File: config.mk
export PLATFORM = sky130hd
export DESIGN_NAME = div_seq_flat
export DESIGN_NICKNAME = d
export VERILOG_FILES = /design/src/rtl/div_seq_if.sv /design/src/rtl/div_seq.sv /design/src/flat_wrapper.sv
export SDC_FILE = /design/constraint.sdc
export NUM_CORES = 1
export LEC_CHECK = 0
export BUFFER_PORTS_ARGS = -buffer_cell sky130_fd_sc_hd__buf_4
export CAP_MARGIN = 40
export CORE_ASPECT_RATIO = 1.2
export CORE_MARGIN = 2
export CORE_UTILIZATION = 59
export CTS_BUF_LIST = sky130_fd_sc_hd__clkbuf_2 sky130_fd_sc_hd__clkbuf_4 sky130_fd_sc_hd__clkbuf_8
export CTS_CLUSTER_DIAMETER = 200
export CTS_CLUSTER_SIZE = 25
export DETAILED_ROUTE_END_ITERATION = 10
export PLACE_DENSITY = 0.89
export SKIP_CTS_REPAIR_TIMING = 1
export SLEW_MARGIN = 30
export SYNTH_ARGS = -nofsm -noshare
export SYNTH_HDL_FRONTEND = slang
export SYNTH_SLANG_ARGS = --single-unit
export TNS_END_PERCENT = 10
File: constraint.sdc
create_clock -name iClk -period 3.1 [get_ports iClk]
set_input_delay 0.31 -clock iClk [delete_from_list [all_inputs] [get_ports iClk]]
set_output_delay 0.31 -clock iClk [all_outputs]
set_load 0.05 [all_outputs]
File: src/rtl/div_seq_if.sv
// Operand/result bundle for div_seq: the master issues start and operands,
// and the slave returns busy, valid and the held results.
interface div_seq_if #(
    parameter int WIDTH = 32
);
    logic             iStart;
    logic [WIDTH-1:0] iA;
    logic [WIDTH-1:0] iB;
    logic             iSigned;
    logic             oBusy;
    logic             oValid;
    logic [WIDTH-1:0] oQ;
    logic [WIDTH-1:0] oR;
    logic             oDivZero;

    modport master (
        output iStart, iA, iB, iSigned,
        input  oBusy, oValid, oQ, oR, oDivZero
    );

    modport slave (
        input  iStart, iA, iB, iSigned,
        output oBusy, oValid, oQ, oR, oDivZero
    );
endinterface

File: src/rtl/div_seq.sv
// Sequential restoring divider: one quotient bit per cycle and a fixed WIDTH+2 cycle latency.
// Define DIV_SEQ_SIGNED_EN to enable two's-complement operation selected by iSigned.
module div_seq #(
    parameter int WIDTH = 32
) (
    input  logic     iClk,
    input  logic     iRst,
    div_seq_if.slave bus
);
    localparam int CW = $clog2(WIDTH);

    typedef enum logic [1:0] {S_IDLE, S_CALC, S_FIN, S_DONE} state_t;

    state_t           r_state;
    state_t           w_next;
    logic [CW-1:0]    r_cnt;
    logic [WIDTH-1:0] r_quo;
    logic [WIDTH-1:0] r_div;
    logic [WIDTH-1:0] r_rem;
    logic             r_dz;
    logic [WIDTH-1:0] r_q;
    logic [WIDTH-1:0] r_r;
    logic             r_dz_out;
    logic             r_valid;

    logic             w_accept;
    logic             w_busy;
    logic             w_load;
    logic             w_last;
    logic [WIDTH:0]   w_shift;
    logic             w_ge;
    logic [WIDTH-1:0] w_diff;
    logic [WIDTH-1:0] w_a_in;
    logic [WIDTH-1:0] w_b_in;
    logic [WIDTH-1:0] w_q_fin;
    logic [WIDTH-1:0] w_r_fin;

    // NOTE: sequential state always uses <= so every flop samples pre-edge values regardless of block order.
    always_ff @(posedge iClk) begin
        if (iRst) r_state <= S_IDLE;
        else      r_state <= w_next;
    end

    always_comb begin
        // NOTE: default assignment first so no path leaves the signal unassigned and infers a latch.
        w_next = r_state;
        unique case (r_state)
            S_IDLE, S_DONE: if (bus.iStart) w_next = S_CALC;
            S_CALC:         if (w_last) w_next = S_FIN;
            S_FIN:          w_next = S_DONE;
            default:        w_next = S_IDLE;
        endcase
    end

    always_comb begin
        w_accept = 1'b0;
        w_busy   = 1'b0;
        w_load   = 1'b0;
        unique case (r_state)
            S_IDLE, S_DONE: w_accept = bus.iStart && !iRst;
            S_CALC:         w_busy   = 1'b1;
            S_FIN: begin
                w_busy = 1'b1;
                w_load = 1'b1;
            end
            default: ;
        endcase
    end

    assign w_last  = (r_cnt == '0);
    // Partial remainder is WIDTH+1 bits wide only at the compare; after it, it always fits WIDTH bits.
    assign w_shift = {r_rem, r_quo[WIDTH-1]};
    assign w_ge    = (w_shift >= {1'b0, r_div});
    assign w_diff  = w_shift[WIDTH-1:0] - r_div;

`ifdef DIV_SEQ_SIGNED_EN
    logic             r_neg_q;
    logic             r_neg_r;
    logic [WIDTH-1:0] r_a_raw;
    logic             w_sgn_a;
    logic             w_sgn_b;

    assign w_sgn_a = bus.iSigned & bus.iA[WIDTH-1];
    assign w_sgn_b = bus.iSigned & bus.iB[WIDTH-1];
    assign w_a_in  = w_sgn_a ? -bus.iA : bus.iA;
    assign w_b_in  = w_sgn_b ? -bus.iB : bus.iB;

    always_ff @(posedge iClk) begin
        if (w_accept) begin
            r_neg_q <= w_sgn_a ^ w_sgn_b;
            r_neg_r <= w_sgn_a;
            r_a_raw <= bus.iA;
        end
    end

    // Divide-by-zero bypasses sign correction so the raw dividend comes back untouched.
    assign w_q_fin = r_dz ? '1      : (r_neg_q ? -r_quo : r_quo);
    assign w_r_fin = r_dz ? r_a_raw : (r_neg_r ? -r_rem : r_rem);
`else
    assign w_a_in  = bus.iA;
    assign w_b_in  = bus.iB;
    assign w_q_fin = r_quo;
    assign w_r_fin = r_rem;
`endif

    // NOTE: working registers are don't-care until a start loads them, so they carry no reset.
    always_ff @(posedge iClk) begin
        if (w_accept) begin
            r_quo <= w_a_in;
            r_div <= w_b_in;
            r_rem <= '0;
            r_cnt <= CW'(WIDTH - 1);
            r_dz  <= (bus.iB == '0);
        end else if (r_state == S_CALC) begin
            r_quo <= {r_quo[WIDTH-2:0], w_ge};
            r_rem <= w_ge ? w_diff : w_shift[WIDTH-1:0];
            r_cnt <= r_cnt - CW'(1);
        end
    end

    always_ff @(posedge iClk) begin
        if (iRst) begin
            r_q      <= '0;
            r_r      <= '0;
            r_dz_out <= 1'b0;
            r_valid  <= 1'b0;
        end else begin
            r_valid <= w_load;
            if (w_load) begin
                r_q      <= w_q_fin;
                r_r      <= w_r_fin;
                r_dz_out <= r_dz;
            end else if (w_accept) begin
                r_dz_out <= 1'b0;
            end
        end
    end

    assign bus.oBusy    = w_busy;
    assign bus.oValid   = r_valid;
    assign bus.oQ       = r_q;
    assign bus.oR       = r_r;
    assign bus.oDivZero = r_dz_out;
endmodule
File: src/flat_wrapper.sv
// flat-port wrapper written by rule: the top's interface ports become plain ports
module div_seq_flat 
#(
    parameter int WIDTH = 32
)
  (iClk, iRst, bus_iStart, bus_iA, bus_iB, bus_iSigned, bus_oBusy, bus_oValid, bus_oQ, bus_oR, bus_oDivZero);
  div_seq_if #(.WIDTH(WIDTH)) bus_i ();
  input  logic iClk;
  input  logic iRst;
  input wire logic [$bits(bus_i.iStart)-1:0] bus_iStart;
  input wire logic [$bits(bus_i.iA)-1:0] bus_iA;
  input wire logic [$bits(bus_i.iB)-1:0] bus_iB;
  input wire logic [$bits(bus_i.iSigned)-1:0] bus_iSigned;
  output wire logic [$bits(bus_i.oBusy)-1:0] bus_oBusy;
  output wire logic [$bits(bus_i.oValid)-1:0] bus_oValid;
  output wire logic [$bits(bus_i.oQ)-1:0] bus_oQ;
  output wire logic [$bits(bus_i.oR)-1:0] bus_oR;
  output wire logic [$bits(bus_i.oDivZero)-1:0] bus_oDivZero;
  assign bus_i.iStart = bus_iStart;
  assign bus_i.iA = bus_iA;
  assign bus_i.iB = bus_iB;
  assign bus_i.iSigned = bus_iSigned;
  assign bus_oBusy = bus_i.oBusy;
  assign bus_oValid = bus_i.oValid;
  assign bus_oQ = bus_i.oQ;
  assign bus_oR = bus_i.oR;
  assign bus_oDivZero = bus_i.oDivZero;
  div_seq #(.WIDTH(WIDTH)) u_core (.iClk(iClk), .iRst(iRst), .bus(bus_i));
endmodule
; Word level (Yosys, flattened, before mapping)
; Cells that the tools add are included.
[classes]
n_addsub = 2
order_cmp = 1
n_eq_ne = 5
mux = 11
n_reduce_logical = 10
[ops]
columns = operator, count
row1 = $mux W32, 3
row2 = $ge A33 B32 Y1, 1
row3 = $logic_not A32 Y1, 1
row4 = $sub A32 B32 Y32, 1
row5 = $pmux W2 S3, 1
row6 = $logic_not A5 Y1, 1
row7 = $mux W1, 5
row8 = $sub A5 B1 Y5 const B, 1
row9 = $eq A2 B2 Y1 const B, 2
row10 = $mux W2, 2
row11 = $reduce_bool A2 Y1, 2
row12 = $reduce_or A2 Y1, 2
row13 = $eq A2 B1 Y1 const B, 1
row14 = $logic_not A2 Y1, 1
row15 = $ne A2 B1 Y1 const B, 1
row16 = $ne A2 B2 Y1 const B, 1
row17 = $reduce_and A2 Y1, 1
row18 = $logic_and A1 B1 Y1, 1
row19 = $logic_not A1 Y1, 1
[totals]
ff_bits = 170
inputBits = 68
out_inout_bits = 67
word_cells = 39

; Logic depth before layout (Yosys ltp)
[logic_depth]
ltp_word = 5
depth_mapped = 14
ltp_nobuf = 13

; Worst setup path before layout
; OpenSTA, ideal clock, no wires.
[synth_path]
kind = register to register
startpoint = reg u_core.r_state[0]
endpoint = reg u_core.r_div[0], enable pin
setup_time_ps = 410
t_arrival_ps = 2655
required_ps = 2690
setup_slack_ps = 35
stages_incl_launch_ff = 8
path_buffers = 2
period_less_slack_ps = 3065
cell_sequence = dfxtp_1 inv_1 ha_1 inv_1 or3_1 clkbuf_1 clkinv_1 buf_1
[synth_via]
elab_chain_len = 3
word_cells_on_any_way = 4
classes_between = eq/ne (1) / mux (1) / reduce/logical (2)
[synth_lines]
columns = element, line_no
row1 = from (decl), div_seq.sv:14  ; state_t r_state;
row2 = from (signal assigned), div_seq.sv:41  ; else r_state <= w_next;
row3 = $eq A2 B2 Y1 or $logic_not A2 Y1 (tied branches), div_seq.sv:59  ; unique case (r_state)
row4 = $reduce_or A2 Y1 *, div_seq.sv:59
row5 = $mux W1 *, div_seq.sv:59
row6 = via u_core.w_accept, div_seq.sv:26  ; logic w_accept;
row7 = to (signal assigned), div_seq.sv:110  ; r_div <= w_b_in;
row8 = to (decl), div_seq.sv:18  ; logic [WIDTH-1:0] r_div;
; The timed path passes the listed nets; every way through them passes the cells marked *.
; A chain may end at the register's enable or synchronous reset.

; Worst setup path after layout
[layout_path]
startpoint = reg u_core.r_rem[3]
endpoint = reg u_core.r_rem[7]
[layout_via]
elab_chain_len = 2
word_cells_on_any_way = 3
classes_between = add/sub (1) / order compare (1) / mux (1)
[layout_lines]
columns = element, line_no
row1 = from (decl), div_seq.sv:19  ; logic [WIDTH-1:0] r_rem;
row2 = from (signal assigned), div_seq.sv:116  ; r_rem <= w_ge ? w_diff : w_shift[WIDTH-1:0];
row3 = $sub A32 B32 Y32 or $ge A33 B32 Y1 (tied branches), "div_seq.sv:74, div_seq.sv:73"
row4 = $mux W32 *, div_seq.sv:116
; Every way passes the cells marked *; elsewhere a longest branch is shown, timed or not.

==> impl_results.md <==
- Iter 0 DRT Violations: around 450
- Peak supply drop: between 600 and 700 µV
- Post-synthesis sequential area ratio: 0.493
- Syn Area/Cell: roughly 9.6 µm²
- Synth cell types: 57
- Rel. slew slack: 0.494
- Post-synthesis simple-gate area fraction: 0.144
- Most frequent cell after synthesis: nand2_1
- Arrival @ worst endpoint: 3.24 ns
- DIE AREA: 14900 µm²
- Crit path largest cell delay: 0.37 ns
- Vias per inst: 5.68
- H-tree depth: 4
- I/O Pins: 135
- Routed Antenna Nets: 0
- CP Cell Sequence: ha_1, a21o_1, a211o_1, o21ai_2, nand3_2, a211o_1, a21oi_4, buf_12, buf_4, nor2_1, a21oi_1, a21oi_1
- Crit Path Category: reg -> reg
- Chip width: 112 µm
- Largest net degree at the start of global routing: 69
- Cell Area, Synth: 8230 µm²
- CP Launch Type: register
- Drt first pass iters: 5
- Post-Synth XOR/XNOR Area: 0.0330
- Initial Utilization: 0.601
- Setup ws final: between 0.15 and 0.2 ns
- First-pass GRT wire length: 31800 µm
- Clock buffer count from CTS: 17
- Share of cells above drive strength 1: 0.200
- Synth top cells by count: nand2_1 (118), dfxtp_1 (105), nor2_1 (98)
- Asr flop ratio synth: 0
- Final Hold Fails: 0
- Design Power: 11.4 mW
- Fin. max-slew vios: 0
- Routed vias: 6656
- Final #Nets: 1092
- Hold Crit Class: in -> reg
- Skew-Pair Late Insertion Delay: 0.47 ns
- IO buf count: around 130
- Flop and latch count out of synthesis: 170
- Die Y-Extent: 133 µm
- DRC: 0
- HPWL after DPL: 13400 µm
- Minimum clock period: just under 3 ns
- CP endpoint kind: register
- Worst-path maximum fanout: 17
- Placer Congestion: roughly 0.9
- Setup Skew: 0.0118 ns
- Routed len/inst: between 15 and 20 µm
- Post-Place Setup Slack: 0.0694 ns
- Fmax achieved: ~340 MHz
- Final period util: 0.938
- Area contributors post-synth: dfxtp_1 (26%), edfxtp_1 (24%), mux2i_1 (10%), ha_1 (5.5%), nand2_1 (5.4%)
- Synth area leader: dfxtp_1
- Status: completed
- Synth Area in Adders: 0.0572
- Ant diodes: 0
- Setup violations, final: 0
- Synthesis-to-layout area growth: 20.2%
- CTS clk-pin slew, worst paths: 0.09 ns
- Vias in the first global route: 6618
- Synth warnings: 0
- CTS Root Cell: clkbuf_8
- Overflow after GRT: 0
- Post-synthesis mux area share: 0.102
- # rows: between 40 and 50
- Slowest CP cell: ha_1
- Synth Instances: 861
- Core Footprint: between 10000 and 15000 µm²
- Leakage: 4.32 nW
- Max_cap viols: 0
- Overall routing resource usage: 0.262
- Top FF cell, synth: dfxtp_1
- Crit path buf inv count: 2
- Largest family of logic cells by synthesized area: simple AND/OR/NAND/NOR gates
- Compound-cell area share of the yosys netlist: 0.125
- Post-synth EDFFs: 65
- CP top delay family: compound AO/OA/AOI/OAI gates
- Clock Sinks: 170
- CTS tree: done
- Max clock buf depth: 2
- Synth top area share: 0.255
- Pwr dens: 1150 nW/µm²
- Setup TNS: 0 ns
- CP required: 3.43 ns
- Initial antenna violation count: 0
- Worst Tran Pin Value: 0.759 ns
- Routed Wire Length: 19100 µm
- Syn nets: 966
## state kept, by name, summed over array words and instances, names as in the netlist, 2 cells and up
register,flops
u_core.bus.oR,32
u_core.r_quo,32
u_core.r_state,2
u_core.bus.oQ,32
u_core.r_cnt,5
u_core.r_div,32
u_core.r_rem,32
## worst reg2reg max path, delay by kind of cell, from the launching register on
family / cells / cell delay [ns]
AND/OR/NAND/NOR: 2 / 0.17
AO/OA/AOI/OAI: 7 / 1.54
flip-flops: 1 / 0.35
buffers and inverters: 2 / 0.36
adder cells (fa/ha/maj): 1 / 0.37
## power breakdown
| part | total, mW | internal [mW] | switching (mW) |
|---|---|---|---|
| combinational | 5.99 | 2.37 | 3.62 |
| sequential | 3.72 | 3.22 | 0.500 |
| clock | 1.68 | 0.849 | 0.834 |
| total | 11.4 | 6.43 | 4.96 |
## cells by family (layout without fill, tap and decap cells)
family | count (synthesis) | in the layout
AND/OR/NAND/NOR | 276 | 276
AO/OA/AOI/OAI | 173 | 173
flip-flops | 170 | 170
buffers and inverters | 90 | 229
multiplexers | 84 | 84
adder cells (fa/ha/maj) | 37 | 37
XOR/XNOR | 31 | 31
## path summary, 6_finish.rpt
check                                 startpoint               end  slack, ns  cells after the start
worst max-delay path             u_core.r_rem[3]   u_core.r_rem[7]       0.19                     12
worst min-delay path                  bus_iB[31]  u_core.r_div[31]       0.02                      1
worst max register to register   u_core.r_rem[3]   u_core.r_rem[7]       0.19                     12
worst min register to register  u_core.bus.oQ[9]  u_core.bus.oQ[9]       0.50                      2
## through the flow
| step | util | instances | instance area (µm²) | hold slack (ns) |
|---|---|---|---|---|
| floorplan | - | 861 | 8230 | 0.409 |
| global placement | 0.687 | 1137 | 9420 | 0.470 |
| detailed placement | 0.687 | 1137 | 9420 | 0.481 |
| CTS | 0.718 | 1169 | 9840 | 0.000844 |
| global route | 0.722 | 1171 | 9890 | 0.000325 |
| finish | 0.722 | 1171 | 9890 | 0.0165 |
## layer usage
layer  part of all wire  global-route usage  wire, µm
met4              0.026               0.106       489
met3              0.068              0.0751      1290
met2               0.50               0.445      9590
met1               0.40               0.314      7730
met5                  0                   0         0
## layout by cell type, fill, tap and decap left out, types with 4 or more instances in the layout
| cell | count |
|---|---|
| a31oi_1 | 6 |
| xor2_1 | 13 |
| and3_1 | 6 |
| a21o_1 | 11 |
| mux2i_1 | 82 |
| nand2b_1 | 8 |
| nor4_1 | 10 |
| a211oi_1 | 4 |
| nand2_1 | 118 |
| or3_1 | 4 |
| a21oi_1 | 80 |
| clkbuf_8 | 18 |
| nor3_1 | 6 |
| edfxtp_1 | 65 |
| nor2_1 | 98 |
| xnor2_1 | 18 |
| ha_1 | 34 |
| nand4_1 | 9 |
| inv_1 | 44 |
| o21ai_0 | 43 |
| nand3_1 | 6 |
| buf_4 | 148 |
| dfxtp_1 | 105 |
## area by class of cell
| class | count | area, µm² |
|---|---|---|
| Sequential cell | 170 | 4050 |
| Multi-Input combinational cell | 601 | 3840 |
| Fill cell | 976 | 3810 |
| Timing Repair Buffer | 152 | 1180 |
| Clock buffer | 20 | 263 |
| Tap cell | 171 | 214 |
| Inverter | 45 | 169 |
| Clock inverter | 12 | 163 |
No activity file was read; power rests on OpenSTA's default activity.
